$ cat config.mk
export PLATFORM = sky130hd
export DESIGN_NAME = uart_command_controller_flat
export DESIGN_NICKNAME = d
export VERILOG_FILES = /design/src/rtl/uart_command_pkg.sv /design/src/rtl/uart_command_controller_if.sv /design/src/rtl/uart_command_timeout.sv /design/src/rtl/uart_command_controller.sv /design/src/flat_wrapper.sv
export SDC_FILE = /design/constraint.sdc
export NUM_CORES = 1
export LEC_CHECK = 0
export CORE_MARGIN = 2
export CORE_UTILIZATION = 45
export DETAILED_ROUTE_END_ITERATION = 10
export GPL_ROUTABILITY_DRIVEN = 0
export GPL_TIMING_DRIVEN = 0
export PLACE_DENSITY = 0.84
export REMOVE_ABC_BUFFERS = 1
export SLEW_MARGIN = 30
export SYNTH_ARGS = -nofsm -noshare
export SYNTH_HDL_FRONTEND = slang
export SYNTH_HIERARCHICAL = 1
export SYNTH_SLANG_ARGS = --single-unit
$ cat constraint.sdc
create_clock -name clk -period 2.8 [get_ports clk]
set_clock_uncertainty 0.2 [all_clocks]
set_input_delay 0.84 -clock clk [delete_from_list [all_inputs] [get_ports clk]]
set_output_delay 0.84 -clock clk [all_outputs]
set_load 0.03 [all_outputs]
$ cat src/rtl/uart_command_pkg.sv
`timescale 1ns/1ps
`default_nettype none
// ============================================================================
//  Module   : uart_command_pkg
//  Purpose  : Opcodes, response bytes and FSM state encoding for the UART
//             command controller.
//  Revision : 1.0 - initial release
// ============================================================================
package uart_command_pkg;

    localparam logic [7:0] OP_WRITE       = 8'h01;
    localparam logic [7:0] OP_READ        = 8'h02;
    localparam logic [7:0] OP_PING        = 8'h03;
    localparam logic [7:0] RESP_PING      = 8'h55;
    localparam logic [7:0] RESP_WRITE_ACK = 8'hA5;

    typedef enum logic [2:0] {
        ST_IDLE       = 3'd0,
        ST_ADDR       = 3'd1,
        ST_DATA       = 3'd2,
        ST_BUS_WRITE  = 3'd3,
        ST_BUS_READ   = 3'd4,
        ST_READ_WAIT  = 3'd5,
        ST_TX_RESP    = 3'd6
    } state_t;

endpackage
`default_nettype wire

$ cat src/rtl/uart_command_controller_if.sv
`timescale 1ns/1ps
`default_nettype none
// ============================================================================
//  Module   : uart_command_controller_if
//  Purpose  : UART byte streams and 32-bit bus request/response signals of
//             the command controller.
//  Revision : 1.0 - initial release
// ============================================================================
interface uart_command_controller_if;

    logic [7:0]  rx_data;
    logic        rx_data_ready;
    logic [7:0]  tx_data;
    logic        tx_valid;
    logic        tx_ready;
    logic [31:0] bus_addr;
    logic [31:0] bus_write_data;
    logic        bus_write_req;
    logic        bus_read_req;
    logic        bus_ready;
    logic [31:0] bus_read_data;
    logic        bus_read_data_valid;

    modport master (
        input  rx_data, rx_data_ready, tx_ready, bus_ready, bus_read_data, bus_read_data_valid,
        output tx_data, tx_valid, bus_addr, bus_write_data, bus_write_req, bus_read_req
    );

    modport slave (
        output rx_data, rx_data_ready, tx_ready, bus_ready, bus_read_data, bus_read_data_valid,
        input  tx_data, tx_valid, bus_addr, bus_write_data, bus_write_req, bus_read_req
    );

endinterface
`default_nettype wire

$ cat src/rtl/uart_command_timeout.sv
`timescale 1ns/1ps
`default_nettype none
// ============================================================================
//  Module   : uart_command_timeout
//  Purpose  : Loadable down-counter flagging an inter-byte gap of
//             TIMEOUT_CYCLES while enabled.
//  Revision : 1.0 - initial release
// ============================================================================
module uart_command_timeout #(
    parameter int TIMEOUT_CYCLES = 1000000
) (
    input  wire logic clk,
    input  wire logic reset_n,
    input  wire logic i_clear,
    input  wire logic i_enable,
    output logic      o_expired
);

    localparam int                c_CNT_W = $clog2(TIMEOUT_CYCLES + 1);
    localparam logic [c_CNT_W-1:0] c_LOAD = c_CNT_W'(TIMEOUT_CYCLES);

    logic [c_CNT_W-1:0] r_count;

    always_ff @(posedge clk) begin
        if (!reset_n) begin
            r_count <= '0;
        end else if (i_clear) begin
            r_count <= c_LOAD;
        end else if (i_enable && (r_count != '0)) begin
            r_count <= r_count - 1'b1;
        end
    end

    // A clear in the same cycle overrides expiry so an arriving byte always wins.
    assign o_expired = i_enable && !i_clear && (r_count == '0);

endmodule
`default_nettype wire

$ cat src/rtl/uart_command_controller.sv
`timescale 1ns/1ps
`default_nettype none
// ============================================================================
//  Module   : uart_command_controller
//  Purpose  : Turns UART bytes into bus write/read/ping commands and returns
//             responses through the UART transmitter.
//  Revision : 1.0 - initial release
// ============================================================================
module uart_command_controller
    import uart_command_pkg::*;
#(
    parameter int TIMEOUT_CYCLES = 1000000
) (
    input  wire logic                  clk,
    input  wire logic                  reset_n,
    uart_command_controller_if.master  ctrl_if,
    output logic                       busy,
    output logic                       error
);

    state_t      r_state,    w_state_next;
    logic [7:0]  r_opcode,   w_opcode_next;
    logic [1:0]  r_index,    w_index_next;
    logic [31:0] r_addr,     w_addr_next;
    logic [31:0] r_wdata,    w_wdata_next;
    logic [31:0] r_tx_word,  w_tx_word_next;
    logic [1:0]  r_tx_last,  w_tx_last_next;
    logic [1:0]  r_tx_index, w_tx_index_next;
    logic        r_error,    w_error_next;
    logic        w_timeout_en;
    logic        w_expired;

    assign w_timeout_en = (r_state == ST_ADDR) || (r_state == ST_DATA);

    uart_command_timeout #(
        .TIMEOUT_CYCLES (TIMEOUT_CYCLES)
    ) u_timeout (
        .clk       (clk),
        .reset_n   (reset_n),
        .i_clear   (ctrl_if.rx_data_ready),
        .i_enable  (w_timeout_en),
        .o_expired (w_expired)
    );

    always_ff @(posedge clk) begin
        if (!reset_n) begin
            r_state    <= ST_IDLE;
            r_opcode   <= '0;
            r_index    <= '0;
            r_addr     <= '0;
            r_wdata    <= '0;
            r_tx_word  <= '0;
            r_tx_last  <= '0;
            r_tx_index <= '0;
            r_error    <= 1'b0;
        end else begin
            r_state    <= w_state_next;
            r_opcode   <= w_opcode_next;
            r_index    <= w_index_next;
            r_addr     <= w_addr_next;
            r_wdata    <= w_wdata_next;
            r_tx_word  <= w_tx_word_next;
            r_tx_last  <= w_tx_last_next;
            r_tx_index <= w_tx_index_next;
            r_error    <= w_error_next;
        end
    end

    always_comb begin
        w_state_next    = r_state;
        w_opcode_next   = r_opcode;
        w_index_next    = r_index;
        w_addr_next     = r_addr;
        w_wdata_next    = r_wdata;
        w_tx_word_next  = r_tx_word;
        w_tx_last_next  = r_tx_last;
        w_tx_index_next = r_tx_index;
        w_error_next    = 1'b0;

        case (r_state)
            ST_IDLE: begin
                if (ctrl_if.rx_data_ready) begin
                    w_opcode_next = ctrl_if.rx_data;
                    w_index_next  = 2'd0;
                    case (ctrl_if.rx_data)
                        OP_WRITE, OP_READ: w_state_next = ST_ADDR;
                        OP_PING: begin
                            w_tx_word_next  = {24'h0, RESP_PING};
                            w_tx_last_next  = 2'd0;
                            w_tx_index_next = 2'd0;
                            w_state_next    = ST_TX_RESP;
                        end
                        default: w_error_next = 1'b1;
                    endcase
                end
            end
            ST_ADDR: begin
                if (ctrl_if.rx_data_ready) begin
                    w_addr_next[{r_index, 3'b000} +: 8] = ctrl_if.rx_data;
                    w_index_next = r_index + 2'd1;
                    if (r_index == 2'd3) begin
                        w_state_next = (r_opcode == OP_WRITE) ? ST_DATA : ST_BUS_READ;
                    end
                end else if (w_expired) begin
                    w_error_next = 1'b1;
                    w_state_next = ST_IDLE;
                end
            end
            ST_DATA: begin
                if (ctrl_if.rx_data_ready) begin
                    w_wdata_next[{r_index, 3'b000} +: 8] = ctrl_if.rx_data;
                    w_index_next = r_index + 2'd1;
                    if (r_index == 2'd3) begin
                        w_state_next = ST_BUS_WRITE;
                    end
                end else if (w_expired) begin
                    w_error_next = 1'b1;
                    w_state_next = ST_IDLE;
                end
            end
            ST_BUS_WRITE: begin
                if (ctrl_if.bus_ready) begin
                    w_tx_word_next  = {24'h0, RESP_WRITE_ACK};
                    w_tx_last_next  = 2'd0;
                    w_tx_index_next = 2'd0;
                    w_state_next    = ST_TX_RESP;
                end
            end
            ST_BUS_READ: begin
                if (ctrl_if.bus_ready) begin
                    w_state_next = ST_READ_WAIT;
                end
            end
            ST_READ_WAIT: begin
                if (ctrl_if.bus_read_data_valid) begin
                    w_tx_word_next  = ctrl_if.bus_read_data;
                    w_tx_last_next  = 2'd3;
                    w_tx_index_next = 2'd0;
                    w_state_next    = ST_TX_RESP;
                end
            end
            ST_TX_RESP: begin
                if (ctrl_if.tx_ready) begin
                    if (r_tx_index == r_tx_last) begin
                        w_state_next = ST_IDLE;
                    end else begin
                        w_tx_index_next = r_tx_index + 2'd1;
                    end
                end
            end
            default: w_state_next = ST_IDLE;
        endcase

        // Bytes arriving while the bus or transmitter is busy are dropped.
        if (ctrl_if.rx_data_ready &&
            ((r_state == ST_BUS_WRITE) || (r_state == ST_BUS_READ) ||
             (r_state == ST_READ_WAIT) || (r_state == ST_TX_RESP))) begin
            w_error_next = 1'b1;
        end
    end

    assign ctrl_if.tx_valid       = (r_state == ST_TX_RESP);
    assign ctrl_if.tx_data        = r_tx_word[{r_tx_index, 3'b000} +: 8];
    assign ctrl_if.bus_write_req  = (r_state == ST_BUS_WRITE);
    assign ctrl_if.bus_read_req   = (r_state == ST_BUS_READ);
    assign ctrl_if.bus_addr       = r_addr;
    assign ctrl_if.bus_write_data = r_wdata;
    assign busy                   = (r_state != ST_IDLE);
    assign error                  = r_error;

endmodule
`default_nettype wire

$ cat src/flat_wrapper.sv
// flat-port wrapper written by rule: the top's interface ports become plain ports
module uart_command_controller_flat import uart_command_pkg::*;
#(
    parameter int TIMEOUT_CYCLES = 1000000
)
  (clk, reset_n, busy, error, ctrl_if_rx_data, ctrl_if_rx_data_ready, ctrl_if_tx_ready, ctrl_if_bus_ready, ctrl_if_bus_read_data, ctrl_if_bus_read_data_valid, ctrl_if_tx_data, ctrl_if_tx_valid, ctrl_if_bus_addr, ctrl_if_bus_write_data, ctrl_if_bus_write_req, ctrl_if_bus_read_req);
  uart_command_controller_if ctrl_if_i ();
  input  wire logic clk;
  input  wire logic reset_n;
  output logic busy;
  output logic error;
  input wire logic [$bits(ctrl_if_i.rx_data)-1:0] ctrl_if_rx_data;
  input wire logic [$bits(ctrl_if_i.rx_data_ready)-1:0] ctrl_if_rx_data_ready;
  input wire logic [$bits(ctrl_if_i.tx_ready)-1:0] ctrl_if_tx_ready;
  input wire logic [$bits(ctrl_if_i.bus_ready)-1:0] ctrl_if_bus_ready;
  input wire logic [$bits(ctrl_if_i.bus_read_data)-1:0] ctrl_if_bus_read_data;
  input wire logic [$bits(ctrl_if_i.bus_read_data_valid)-1:0] ctrl_if_bus_read_data_valid;
  output wire logic [$bits(ctrl_if_i.tx_data)-1:0] ctrl_if_tx_data;
  output wire logic [$bits(ctrl_if_i.tx_valid)-1:0] ctrl_if_tx_valid;
  output wire logic [$bits(ctrl_if_i.bus_addr)-1:0] ctrl_if_bus_addr;
  output wire logic [$bits(ctrl_if_i.bus_write_data)-1:0] ctrl_if_bus_write_data;
  output wire logic [$bits(ctrl_if_i.bus_write_req)-1:0] ctrl_if_bus_write_req;
  output wire logic [$bits(ctrl_if_i.bus_read_req)-1:0] ctrl_if_bus_read_req;
  assign ctrl_if_i.rx_data = ctrl_if_rx_data;
  assign ctrl_if_i.rx_data_ready = ctrl_if_rx_data_ready;
  assign ctrl_if_i.tx_ready = ctrl_if_tx_ready;
  assign ctrl_if_i.bus_ready = ctrl_if_bus_ready;
  assign ctrl_if_i.bus_read_data = ctrl_if_bus_read_data;
  assign ctrl_if_i.bus_read_data_valid = ctrl_if_bus_read_data_valid;
  assign ctrl_if_tx_data = ctrl_if_i.tx_data;
  assign ctrl_if_tx_valid = ctrl_if_i.tx_valid;
  assign ctrl_if_bus_addr = ctrl_if_i.bus_addr;
  assign ctrl_if_bus_write_data = ctrl_if_i.bus_write_data;
  assign ctrl_if_bus_write_req = ctrl_if_i.bus_write_req;
  assign ctrl_if_bus_read_req = ctrl_if_i.bus_read_req;
  uart_command_controller #(.TIMEOUT_CYCLES(TIMEOUT_CYCLES)) u_core (.clk(clk), .reset_n(reset_n), .ctrl_if(ctrl_if_i), .busy(busy), .error(error));
endmodule
==> summary.md <==
| Metric | Value |
|---|---|
| Slew Limit Fails | 0 |
| Cts hold-fix bufs | 0 |
| Core Area | around 13000 um^2 |
| Outcome | finished clean |
| Non-filler cells, final | ~1000 |
| Syn Std Cell Area | 5870 um^2 |
| Post-synth EDFFs | 0 |
| Sequential-to-total area share from yosys stat | a little under half |
| FFs w/ async S/R, synth | 0% |
| Sw Ratio | between 30% and 40% |
| Final period utilization | 98.6% |
| Longest Clk Path Bufs | 2 |
| Combinational power share | approximately a quarter |
| Area after DPL | between 7000 and 8000 um^2 |
| Final ANT Viol Nets | 0 |
| Global-route wire length before repair | around 25000 um |
| Worst path max stage delay | 0.75 ns |
| Most frequent cells in the layout | nor2_1, dfxtp_1, clkdlybuf4s50_1 |
| Setup WS pre-CTS | -0.899 ns |
| CP max FO | 15 |
| Leakage power total | approximately 2.8 nW |
| Syn Inst Count | approximately 710 |
| Initial Util | a little under half |
| Synth Flop Type | dfxtp_1 |
| Setup crit end kind | flop |
| Post-route cell area | 7840 um^2 |
| Setup WS post-layout | between 0.04 and 0.05 ns |
| CTS tree | done |
| Drc violations | 0 |
| Cell variety after synth | a little over 60 |
| Top-area cell type share of the netlist area | a little under half |
| I/O Buffers | approximately 120 |
| Int Pwr | about 0.004 W |
| Slowest CP cell | clkdlybuf4s50_1 |
| Seq pwr share | between 30% and 40% |
| DR iter-0 viols | approximately 500 |
| DIE HEIGHT | 118 um |
| Die area | 14000 um^2 |
| Pin count of the biggest net entering global routing | 78 |
| WL final | 15400 um |
| Flop2flop setup slack | ~0.14 ns |
| Hold Slack | roughly 0.25 ns |
| Worst Path Arrival | ~2.9 ns |
| Ys Warns | 6 |
| Worst VDD drop | 0.433 mV |
| Via/cell ratio | roughly 5.4 |
| Critical path launch point type | primary input |
| Tmin final | 2.76 ns |
| Worst Path Buf+Inv | 1 |
| Max cap viols | 0 |
| CP top delay family | buffers and inverters |
| HPWL Detailed | between 9000 and 10000 um |
| Number of global-route vias before repair | 5031 |
| Ant. Diodes | 0 |
| Hold crit path type | reg2reg |
| Antenna violations before repair | 0 |
| Yosys reg bits | roughly 130 |
| Clk pwr share | approximately 37% |
| Vias | around 5400 |
| Synth area leader | dfxtp_1 |
| H-tree depth | 4 |
| Row count | a little over 40 |
| Crit Path Category | in2reg |
| Slew margin rel. | roughly 50% |
| Worst-Margin Slew | between 0.7 and 0.8 ns |
| Top-level port count | ~120 |
| Placed insts | between 900 and 1000 |
| Crit-path cells | clkdlybuf4s50_1 > nand4bb_1 > or3_4 > a21bo_2 > a22oi_1 > nor2_1 |
| Synthesized area per cell | between 8 and 9 um^2 |
| # nets final | roughly 860 |
| Final Setup Violations | 0 |
| CTS sink count | roughly 130 |
| CTS Buf Count | 17 |
| Synth top area cells | dfxtp_1, nor2_1, a21oi_1 |
| Syn-to-layout area delta | 33.5% |
| Overflow left after global routing | 0 |
| Layout cells sized above 1 | about 11% |
| P_sw | 0.00194 W |
| Fillcell total | between 1000 and 1500 |
| All-layer global routing usage | between 20% and 30% |
| Pwr Density | 759 nW/um^2 |
| Clock Latency Late Sink | approximately 0.42 ns |
| Final hold viol count | 0 |
| Fmax | ~0.36 GHz |
| Commonest non-fill, non-tap cell in the layout | nor2_1 |
| Critical Path RT | 2.90 ns |
| Avg WL per Cell | between 15 and 20 um |
| Die X | 118 um |
| Clk slew on worst S/H paths | ~0.06 ns |
| Fin util | 61.9% |
| Clk Tree Root Cell | clkbuf_16 |
| DRT Pass-1 Iters | 6 |
[logic make-up (layout without fill, tap and decap cells)]
kind of cell	after synthesis	after routing	synth area share (%)
AO/OA/AOI/OAI	163	164	17.7
XOR/XNOR	17	17	2.53
adder cells (fa/ha/maj)	5	5	1.06
buffers and inverters	64	173	4.62
flip-flops	133	133	45.3
multiplexers	10	10	3.43
AND/OR/NAND/NOR	322	322	25.3
[per-layer routing]
metal	up-vias	share of wire, %	GRT usage (%)
li1	2663	-	-
met4	0	1.4	8.73
met2	201	49	35.7
met5	-	0	0
met1	2520	42	26.2
met3	18	7.9	7.29
[power groups by stage]
stage,Combinational (W),Clock [W],Sequential [W]
floorplan,0.000968,0,0.00228
global placement,0.00140,0,0.00225
detailed placement,0.00143,0,0.00226
CTS,0.00145,0.00225,0.00223
global route,0.00164,0.00233,0.00227
finish,0.00150,0.00221,0.00225
[through the flow]
stage	TNS, ns	total power [W]
floorplan	0	0.00324
global placement	-95.74	0.00365
detailed placement	-83.85	0.00368
CTS	0	0.00593
global route	-0.00477	0.00624
finish	0	0.00595
[final timing paths]
check / end / from / cells after the start
max: u_core/r_tx_word[13] / ctrl_if_rx_data[1] / 6
min: u_core/ctrl_if.bus_addr[1] / u_core/ctrl_if.bus_addr[1] / 2
max reg2reg: u_core/r_state[0] / u_core/u_timeout/r_count[6] / 7
min reg2reg: u_core/ctrl_if.bus_addr[1] / u_core/ctrl_if.bus_addr[1] / 2
[sequential cells by signal, indices dropped and copies added, names as in the netlist, 2 cells and up]
register and count:
u_core/r_state 3, u_core/r_index 2, u_core/u_timeout/r_count 20, u_core/r_tx_word 32
u_core/ctrl_if.bus_addr 32, u_core/ctrl_if.bus_write_data 32, u_core/r_opcode 8, u_core/r_tx_index 2
[Yosys cell counts, types with 3 or more instances]
cell,count
a211oi_1,3
a21oi_1,84
a22oi_1,20
a22oi_2,8
a311oi_1,3
and3_1,7
and3b_1,3
buf_2,4
clkbuf_1,41
dfxtp_1,133
ha_1,5
inv_1,13
mux4_2,8
nand2_1,69
nand2b_1,9
nand3_1,29
nor2_1,152
nor2b_1,7
nor3_1,9
nor4_1,8
nor4b_1,4
nor4bb_1,3
o211ai_1,5
o21a_1,6
o21ai_0,11
o21ai_1,4
or3_1,3
or4_1,4
xnor2_1,6
xor2_1,11
[worst reg2reg max path: stages (launching register included)]
cell      delay [ns]
dfxtp_1         0.33
or4_4           0.57
or4_4           0.66
nor3_2          0.24
nor2_1          0.08
a22oi_1         0.16
o32a_1          0.19
a311oi_1        0.09
[layout make-up]
cell class | instances | area (um^2) | area share [%]
Timing Repair Buffer | 127 | 1280 | 16.3
Clock buffer | 19 | 443 | 5.65
Sequential cell | 133 | 2680 | 34.2
Inverter | 14 | 57.6 | 0.734
Tap cell | 172 | 215 | 2.74
Multi-Input combinational cell | 518 | 3020 | 38.5
Clock inverter | 13 | 146 | 1.87
[repair_timing]
item                                    in CTS  in global routing
resized for setup                           58                 15
endpoints found under the setup margin     119                 89
gates cloned                                 0                  1
pin swaps                                    0                  0
buffers inserted                             2                  2
Power figures use the tool's default switching activity.
